==> config.mk <==
export PLATFORM = sky130hd
export DESIGN_NAME = haze_atmo_light_ctrl
export DESIGN_NICKNAME = d
export VERILOG_FILES = /design/src/rtl/haze_atmo_light_ctrl.sv
export SDC_FILE = /design/constraint.sdc
export NUM_CORES = 1
export LEC_CHECK = 0
export BUFFER_PORTS_ARGS = -buffer_cell sky130_fd_sc_hd__buf_2
export CAP_MARGIN = 10
export CORE_MARGIN = 2
export CORE_UTILIZATION = 28
export DETAILED_ROUTE_END_ITERATION = 10
export HOLD_SLACK_MARGIN = 0.1
export PLACE_DENSITY_LB_ADDON = 0.12
export SETUP_SLACK_MARGIN = 0.1
export SLEW_MARGIN = 0
export SYNTH_ARGS = -nofsm -noshare
export SYNTH_HDL_FRONTEND = slang
export SYNTH_SLANG_ARGS = --single-unit
==> constraint.sdc <==
create_clock -name clk -period 4.1 [get_ports clk]
set_input_delay 0 -clock clk [delete_from_list [all_inputs] [get_ports clk]]
set_output_delay 0 -clock clk [all_outputs]
set_load 0.05 [all_outputs]
==> src/rtl/haze_atmo_light_ctrl.sv <==
// Atmospheric light controller for the haze-removal pipeline.
// During a frame it tracks the brightest dark-channel pixel and keeps the
// brightest colour component of the source pixel at that location. At end of
// frame it smooths, clamps and commits a new A. A frame with bad geometry
// does not update A.
module haze_atmo_light_ctrl #(
    parameter int         IMG_W  = 640,
    parameter int         IMG_H  = 480,
    parameter logic [7:0] A_INIT = 8'd200,
    parameter logic [7:0] A_MIN  = 8'd64,
    parameter logic [7:0] A_MAX  = 8'd250
) (
    input  logic        clk,
    input  logic        rst,
    input  logic        in_vsync,
    input  logic        in_href,
    input  logic        in_clken,
    input  logic [7:0]  in_dark,
    input  logic [23:0] in_img,
    input  logic        cfg_smooth_en,
    input  logic        cfg_freeze,
    output logic [7:0]  A_out,
    output logic        A_valid,
    output logic        frame_done,
    output logic        frame_err
);

    localparam logic [15:0] LINE_PIX    = 16'(IMG_W);
    localparam logic [15:0] FRAME_LINES = 16'(IMG_H);

    typedef enum logic [1:0] {
        IDLE,
        ACTIVE,
        CALC,
        COMMIT
    } state_t;

    state_t      state_q;
    logic        vsyncPrev_q;
    logic        hrefPrev_q;
    logic        pending_q;
    logic        err_q;
    logic [7:0]  maxDark_q;
    logic [7:0]  cand_q;
    logic [15:0] pixCnt_q;
    logic [15:0] lineCnt_q;
    logic [7:0]  aCalc_q;
    logic [7:0]  aOut_q;
    logic        aValid_q;
    logic        frameDone_q;
    logic        frameErr_q;

    logic        vsyncRise;
    logic        vsyncFall;
    logic        hrefFall;
    logic        pixelValid;
    logic [7:0]  pixMax;
    logic [15:0] lineCntEnd;
    logic        err_d;
    logic [9:0]  smoothSum;
    logic [7:0]  aRaw;
    logic [7:0]  aCalc_d;

    assign vsyncRise  = in_vsync & ~vsyncPrev_q;
    assign vsyncFall  = ~in_vsync & vsyncPrev_q;
    assign hrefFall   = ~in_href & hrefPrev_q;
    assign pixelValid = in_clken & in_href;
    // A line ending on the same cycle as the frame counts toward the line total.
    assign lineCntEnd = hrefFall ? (lineCnt_q + 16'd1) : lineCnt_q;

    // Brightest colour component of the current source pixel.
    always_comb begin
        pixMax = in_img[23:16];
        if (in_img[15:8] > pixMax) begin
            pixMax = in_img[15:8];
        end
        if (in_img[7:0] > pixMax) begin
            pixMax = in_img[7:0];
        end
    end

    // Accumulate geometry errors: short/long lines and wrong line count.
    always_comb begin
        err_d = err_q;
        if (hrefFall && (pixCnt_q != LINE_PIX)) begin
            err_d = 1'b1;
        end
        if (vsyncFall && (lineCntEnd != FRAME_LINES)) begin
            err_d = 1'b1;
        end
    end

    // Candidate A: optional 3:1 IIR blend with the current A, then clamp.
    always_comb begin
        smoothSum = {2'b00, aOut_q} + {1'b0, aOut_q, 1'b0} + {2'b00, cand_q} + 10'd2;
        aRaw      = (cfg_smooth_en && aValid_q) ? smoothSum[9:2] : cand_q;
        aCalc_d   = aRaw;
        if (aRaw < A_MIN) begin
            aCalc_d = A_MIN;
        end else if (aRaw > A_MAX) begin
            aCalc_d = A_MAX;
        end
    end

    // Frame FSM with all trackers and registered outputs.
    always_ff @(posedge clk) begin
        if (rst) begin
            state_q     <= IDLE;
            vsyncPrev_q <= 1'b0;
            hrefPrev_q  <= 1'b0;
            pending_q   <= 1'b0;
            err_q       <= 1'b0;
            maxDark_q   <= 8'd0;
            cand_q      <= 8'd0;
            pixCnt_q    <= 16'd0;
            lineCnt_q   <= 16'd0;
            aCalc_q     <= 8'd0;
            aOut_q      <= A_INIT;
            aValid_q    <= 1'b0;
            frameDone_q <= 1'b0;
            frameErr_q  <= 1'b0;
        end else begin
            vsyncPrev_q <= in_vsync;
            hrefPrev_q  <= in_href;
            frameDone_q <= 1'b0;
            case (state_q)
                IDLE: begin
                    if (vsyncRise) begin
                        state_q   <= ACTIVE;
                        maxDark_q <= 8'd0;
                        cand_q    <= 8'd0;
                        pixCnt_q  <= 16'd0;
                        lineCnt_q <= 16'd0;
                        err_q     <= 1'b0;
                    end
                end
                ACTIVE: begin
                    err_q <= err_d;
                    if (pixelValid) begin
                        pixCnt_q <= pixCnt_q + 16'd1;
                        if (in_dark > maxDark_q) begin
                            maxDark_q <= in_dark;
                            cand_q    <= pixMax;
                        end
                    end
                    if (hrefFall) begin
                        lineCnt_q <= lineCnt_q + 16'd1;
                        pixCnt_q  <= 16'd0;
                    end
                    if (vsyncFall) begin
                        state_q   <= CALC;
                        pending_q <= 1'b0;
                    end
                end
                CALC: begin
                    aCalc_q <= aCalc_d;
                    if (vsyncRise) begin
                        pending_q <= 1'b1;
                    end
                    state_q <= COMMIT;
                end
                COMMIT: begin
                    if (!err_q && !cfg_freeze) begin
                        aOut_q   <= aCalc_q;
                        aValid_q <= 1'b1;
                    end
                    frameErr_q  <= err_q;
                    frameDone_q <= 1'b1;
                    if (pending_q || vsyncRise) begin
                        // The new frame started while we were busy; its
                        // first pixels were dropped, so it cannot be trusted.
                        state_q   <= ACTIVE;
                        maxDark_q <= 8'd0;
                        cand_q    <= 8'd0;
                        pixCnt_q  <= 16'd0;
                        lineCnt_q <= 16'd0;
                        err_q     <= 1'b1;
                        pending_q <= 1'b0;
                    end else begin
                        state_q <= IDLE;
                    end
                end
                default: begin
                    state_q <= IDLE;
                end
            endcase
        end
    end

    assign A_out      = aOut_q;
    assign A_valid    = aValid_q;
    assign frame_done = frameDone_q;
    assign frame_err  = frameErr_q;

endmodule

==> flow_summary.ini, run 1 <==
[yosys]
ys_ff_latch = 73
syn_area_per_cell_um2 = 8.14
synth_nets = 713
yosys.area.top_type = dfxtp_1
synth_top_cell_area_share = 0.287
synth_area_um2 = 5090
synth_warnings = 0
synth_fa_ha_area_frac = 0.127
synth_top_family_by_area = simple AND/OR/NAND/NOR gates
muxShareOfSynthArea = 0.0314
synth_flop_cell = dfxtp_1
synthArstFlopShare = 0
synth-seq-area-share = 0.287
synthTopCellsByArea = dfxtp_1 29%, ha_1 10%, nor2_1 4.9%
synth.distinct_cells = 63
synth-compound-area-share = 0.194
synth_edf_count = 0
yosys.area_share.simple = 0.269
synth_xor_area_frac = 0.0344
syn_inst = 626

[finish]
mostFrequentLayoutCell = dfxtp_1
final_cell_mix = 73 x dfxtp_1, 67 x nor2_1, 49 x nand2_1, 49 x a21oi_1, 49 x buf_2
nets = 777
drive_above_1_share = 0.132
fin_area_um2 = 6130
antennaDiodeCount = 0
syn_to_final_growth_pct = 20.4

[routing]
wl_per_cell_um = 14.4
drc = 0
viasPerCell = 5.03
first_iter_violations = 239
totalWireLength_mm = 13.3
vias = 4651
ant_nets = 0
drtPass1Iterations = 6

[floorplanning]
core-area_um2 = 17900
die_x_um = 139
row_count = 49
io_pins = 50
die_h_um = 139
dieArea_um2 = 19300
initial_core_util = 0.285

[timing]
min_period_over_period = 0.882
fin_setup_tns_ps = 0
maxSlewHeadroom = 0.331
setup_violations = 0
grt_setup_unrepaired = no
worstMarginPinSlew_ps = 1000
hold_viol = 0
max_freq_mhz = 277
fin_skew_ps = 4.65
period_needed_ps = 3610
final_max_slew_viol_count = 0

[global_routing]
antenna_found_initial = 0
grt_pass1_wl_mm = 22.8
grt_pass1_vias = 4697
grtUsageTotal = 0.142
overflow = 0
grt_start_max_net_pins = 35

[place]
io_buffers = 49
post_dp_cell_area_um2 = 5510
gp_routability_congestion = 0.792
place_hpwl_mm = 9.85

[clock_tree]
insertion_delay_ps = 330
cts.clk_slew.worst_paths_ps = 50
cts_tree = yes
numCtsBuffers = 9
root_buffer = clkbuf_16
cts_buffer_depth = 2
clock_sink_count = 73
cts_max_level = 3

[flow_run]
max_cap_violations = 0

[critical_path]
critPathMaxFanout = 9
r2r_cells = 8
criticalPathCategory = input port to flip-flop
crit_path_end_kind = flip-flop
arrival_ps = 3890
cp-start-kind = input port
critPathRequiredTime_ps = 4380

[outcome]
status = finished, final reports clean

[power_and_ir_drop]
power_density_nw_per_um2 = 386
p_leak_nw = 2.40
p_total_w = 0.00237
peakVddDrop_uv = 171

[min_path]
min_path_type = input port to flip-flop
whs_path_depth = 3
## critical path, cell delays in order
cell and delay, ps:
dlygate4sd3_1 540, buf_2 120, inv_1 40, ha_1 280, a21o_1 160, a21oi_1 130, nor2b_1 60, o22ai_1 120
o31a_1 380, mux2_2 400, inv_1 60, ha_1 230, nor2b_1 130, o21ai_0 160, nand2b_1 70, a21oi_1 150
o31a_1 330, nor3b_4 250, buf_4 160, a211o_1 120
## worst paths after layout
check,start,to,slack (ps)
min,in_img[1],cand_q[1],160
max,in_img[21],cand_q[4],490
max reg2reg,A_out[4],aCalc_q[0],960
min reg2reg,aCalc_q[5],aCalc_q[5],450
## registers in the layout, indices dropped and copies added (netlist names), 2 cells and up
register,flops
maxDark_q,8
aCalc_q,8
pixCnt_q,16
state_q,2
A_out,8
lineCnt_q,16
cand_q,8
## through the flow
step	util	hold slack (ps)	worst slack (ps)	cells
after floorplan	-	128	900	626
after global placement	0.308	273	655	879
after detailed placement	0.308	285	617	879
after CTS	0.342	158	435	922
after global routing	0.343	178	176	924
final	0.343	159	486	924
## kinds of logic after synthesis
| group | after synthesis |
|---|---|
| simple gates | 261 |
| compound gates | 142 |
| flops | 73 |
| buf+inv | 67 |
| fa+ha+maj | 48 |
| xor+xnor | 20 |
| mux | 15 |
## where the power goes
part / switching [W] / internal (W)
sequential: 0.0000287 / 0.000744
clock: 0.000298 / 0.000595
combinational: 0.000442 / 0.000264
## cells in the mapped netlist, types with 5 or more instances
library cell / n
a31oi_1: 6
nand3_1: 26
a21o_1: 9
nand4_1: 17
xnor2_1: 7
and2_1: 5
dfxtp_1: 73
xor2_1: 13
fa_1: 6
o21ai_0: 21
nor2_1: 67
a211o_1: 14
o22ai_1: 5
inv_1: 39
nor3_1: 16
mux2_2: 8
nand2b_1: 17
nor4_1: 8
nor2b_1: 15
nand2_1: 49
ha_1: 42
nor3b_1: 11
nor4b_1: 11
a21oi_1: 49
clkbuf_1: 17
mux2i_1: 7
## routing by layer
metal | track usage | up-vias | wire length [um]
met5 | 0 | - | 0
met4 | 0.0473 | 0 | 176
met3 | 0.0259 | 12 | 420
li1 | - | 2380 | -
met2 | 0.224 | 61 | 5980
met1 | 0.196 | 2198 | 6710
## cell type report
class,instances,area (um2)
clock buffers,11,233
inverters,39,146
multi-input cells,486,3350
clock inverters,5,104
flip-flops and latches,73,1460
repair buffers,81,553
fillers,1898,11800
well taps,229,287
## timing repair
| action | 4_1_cts | 5_1_grt |
|---|---|---|
| hold buffers | 27 | 0 |
| setup buffers | 0 | 2 |
| resized for setup | 0 | 0 |
| endpoints found under the hold margin | 20 | 0 |
| endpoints found under the setup margin | 0 | 8 |
No activity file was read; power rests on OpenSTA's default activity.
==> run 2: changes to the inputs <==
==> constraint.sdc (replaced) <==
create_clock -name clk -period 4.1 [get_ports clk]
set_input_delay 1.025 -clock clk [delete_from_list [all_inputs] [get_ports clk]]
set_output_delay 1.025 -clock clk [all_outputs]
set_load 0.05 [all_outputs]
==> run 2 against run 1 <==
  * Fmax down 7.2%
  * Global-route usage is 0.051 points lower
  * Highest routed layer unchanged
  * Critical path type unchanged
  * Setup slack got worse by 280 ps
  * Worst hold slack improved by 300 ps
==> flow_summary.ini, run 2 (synthesis gave the netlist of run 1 again) <==
[timing]
maxSlewHeadroom = 0.340
max_freq_mhz = 257
min_period_over_period = 0.950
whs_ps = 458
fin_setup_tns_ps = 0
worstMarginPinSlew_ps = 986
fin_skew_ps = 8.62
setup_violations = 0
period_needed_ps = 3900
grt_setup_unrepaired = yes
final_max_slew_viol_count = 0
hold_viol = 0

[floorplanning]
die_h_um = 139
io_pins = 50
row_count = 49
initial_core_util = 0.285
die_x_um = 139
dieArea_um2 = 19300
core-area_um2 = 17900

[power_and_ir_drop]
p_int_w = 0.00143
power_density_nw_per_um2 = 378
peakVddDrop_uv = 171
p_sw_frac = 0.363
seq_power_share = 0.343
p_leak_nw = 2.32
clkPwrFrac = 0.342
p_comb_frac = 0.315
switching_power_w = 0.000818

[routing]
drtPass1Iterations = 4
totalWireLength_mm = 13.2
wl_per_cell_um = 14.5
viasPerCell = 5.00
first_iter_violations = 262
ant_nets = 0
drc = 0
vias = 4551

[critical_path]
critPathRequiredTime_ps = 4330
max_stage_delay_ps = 380
crit_start = in_img[13]
crit_slowest_cell = mux2_2
cp-start-kind = input port
crit_chain = buf_2 > ha_1 > a21o_1 > a21oi_1 > nor2b_1 > o22ai_1 > o31a_1 > mux2_2 > inv_1 > ha_1 > a21o_1 > a21oi_1 > nor2b_1 > o22ai_1 > o31a_1 > buf_4 > nor4b_1 > a211o_1
r2r_start = A_out[3]
criticalPathCategory = input port to flip-flop
crit_path_end_kind = flip-flop
arrival_ps = 4130
critPathMaxFanout = 5

[finish]
syn_to_final_growth_pct = 16.7
reg_top3 = lineCnt_q: 16 flops, pixCnt_q: 16 flops
mostFrequentLayoutCell = dfxtp_1
drive_above_1_share = 0.164
antennaDiodeCount = 0
final_cell_count_no_fill = 910
nets = 763
final_cell_mix = 73 x dfxtp_1, 67 x nor2_1, 49 x nand2_1, 49 x a21oi_1, 49 x buf_2

[clock_tree]
numCtsBuffers = 9
holdBufCountCts = 0
cts_tree = yes
cts_buffer_depth = 2
clock_sink_count = 73
root_buffer = clkbuf_16
cts.clk_slew.worst_paths_ps = 60
cts_max_level = 3
insertion_delay_ps = 350

[global_routing]
grt_pass1_vias = 4447
grt_pass1_wl_mm = 22.5
grtUsageTotal = 0.142
overflow = 0
grt_start_max_net_pins = 35
antenna_found_initial = 0

[min_path]
hp-start = aCalc_q[4]
min_path_type = flip-flop to flip-flop

[place]
io_buffers = 49
place_inst = 893
place_hpwl_mm = 9.93
gp_routability_congestion = 0.802

[outcome]
status = finished, final reports clean

[flow_run]
max_cap_violations = 0
[run 2: cell types whose count changed in the layout (fill, tap and decap cells not counted), sizes merged]
cell / previous run / this run
inv: 39 / 43
clkinv: 2 / 0
clkinvlp: 0 / 3
buf: 54 / 67
bufinv: 3 / 0
dlygate4sd3: 27 / 0
clkbuf: 11 / 9
[run 2: power groups by stage]
stage               logic, W  registers (W)  clock network (W)
finish              0.000709       0.000772           0.000769
global route        0.000808       0.000777           0.000828
CTS                 0.000713       0.000773           0.000796
detailed placement  0.000709       0.000788                  0
global placement    0.000703       0.000787                  0
floorplan           0.000501       0.000788                  0
[run 2: final timing paths]
check          endpoint  slack (ps)  cells past startpoint
min reg2reg  aCalc_q[4]         460                      2
max reg2reg  aCalc_q[1]        1010                      9
min          aCalc_q[4]         460                      2
max           cand_q[2]         200                     18
[run 2: worst max-delay path, delay by kind of cell]
kind	cells	cell delay, ps
AOI/OAI and AO/OA	9	1650
adders and majority gates	2	540
buffers and inverters	3	350
muxes	1	380
and+or+nand+nor	3	180
[run 2: final cells by class]
class                   count  area (um2)
inverters                  39         146
fillers                  1954       12000
flip-flops and latches     73        1460
multi-input cells         486        3380
well taps                 229         287
repair buffers             67         384
clock buffers               9         225
clock inverters             7        60.1
[run 2: stage by stage]
stage	cell area, um2	total power [W]	utilization	setup slack (ps)
after floorplan	5100	0.00129	-	113
after global placement	5620	0.00149	0.314	-67.8
after detailed placement	5620	0.00150	0.314	-139
after CTS	5900	0.00228	0.330	201
after global routing	5950	0.00241	0.332	-42.0
final	5950	0.00225	0.332	205
[run 2: timing repair]
| action | in CTS | in global routing |
|---|---|---|
| endpoints found under the setup margin | 0 | 8 |
| gates resized for setup | 0 | 6 |
| setup buffers | 0 | 2 |
[run 2: per-layer routing]
layer / wire, um / up-vias / GRT usage / share of wire
met1: 6690 / 2127 / 0.195 / 0.51
li1: - / 2349 / - / -
met5: 0 / - / 0 / 0
met2: 5920 / 63 / 0.224 / 0.45
met4: 195 / 0 / 0.0510 / 0.015
met3: 344 / 12 / 0.0224 / 0.026
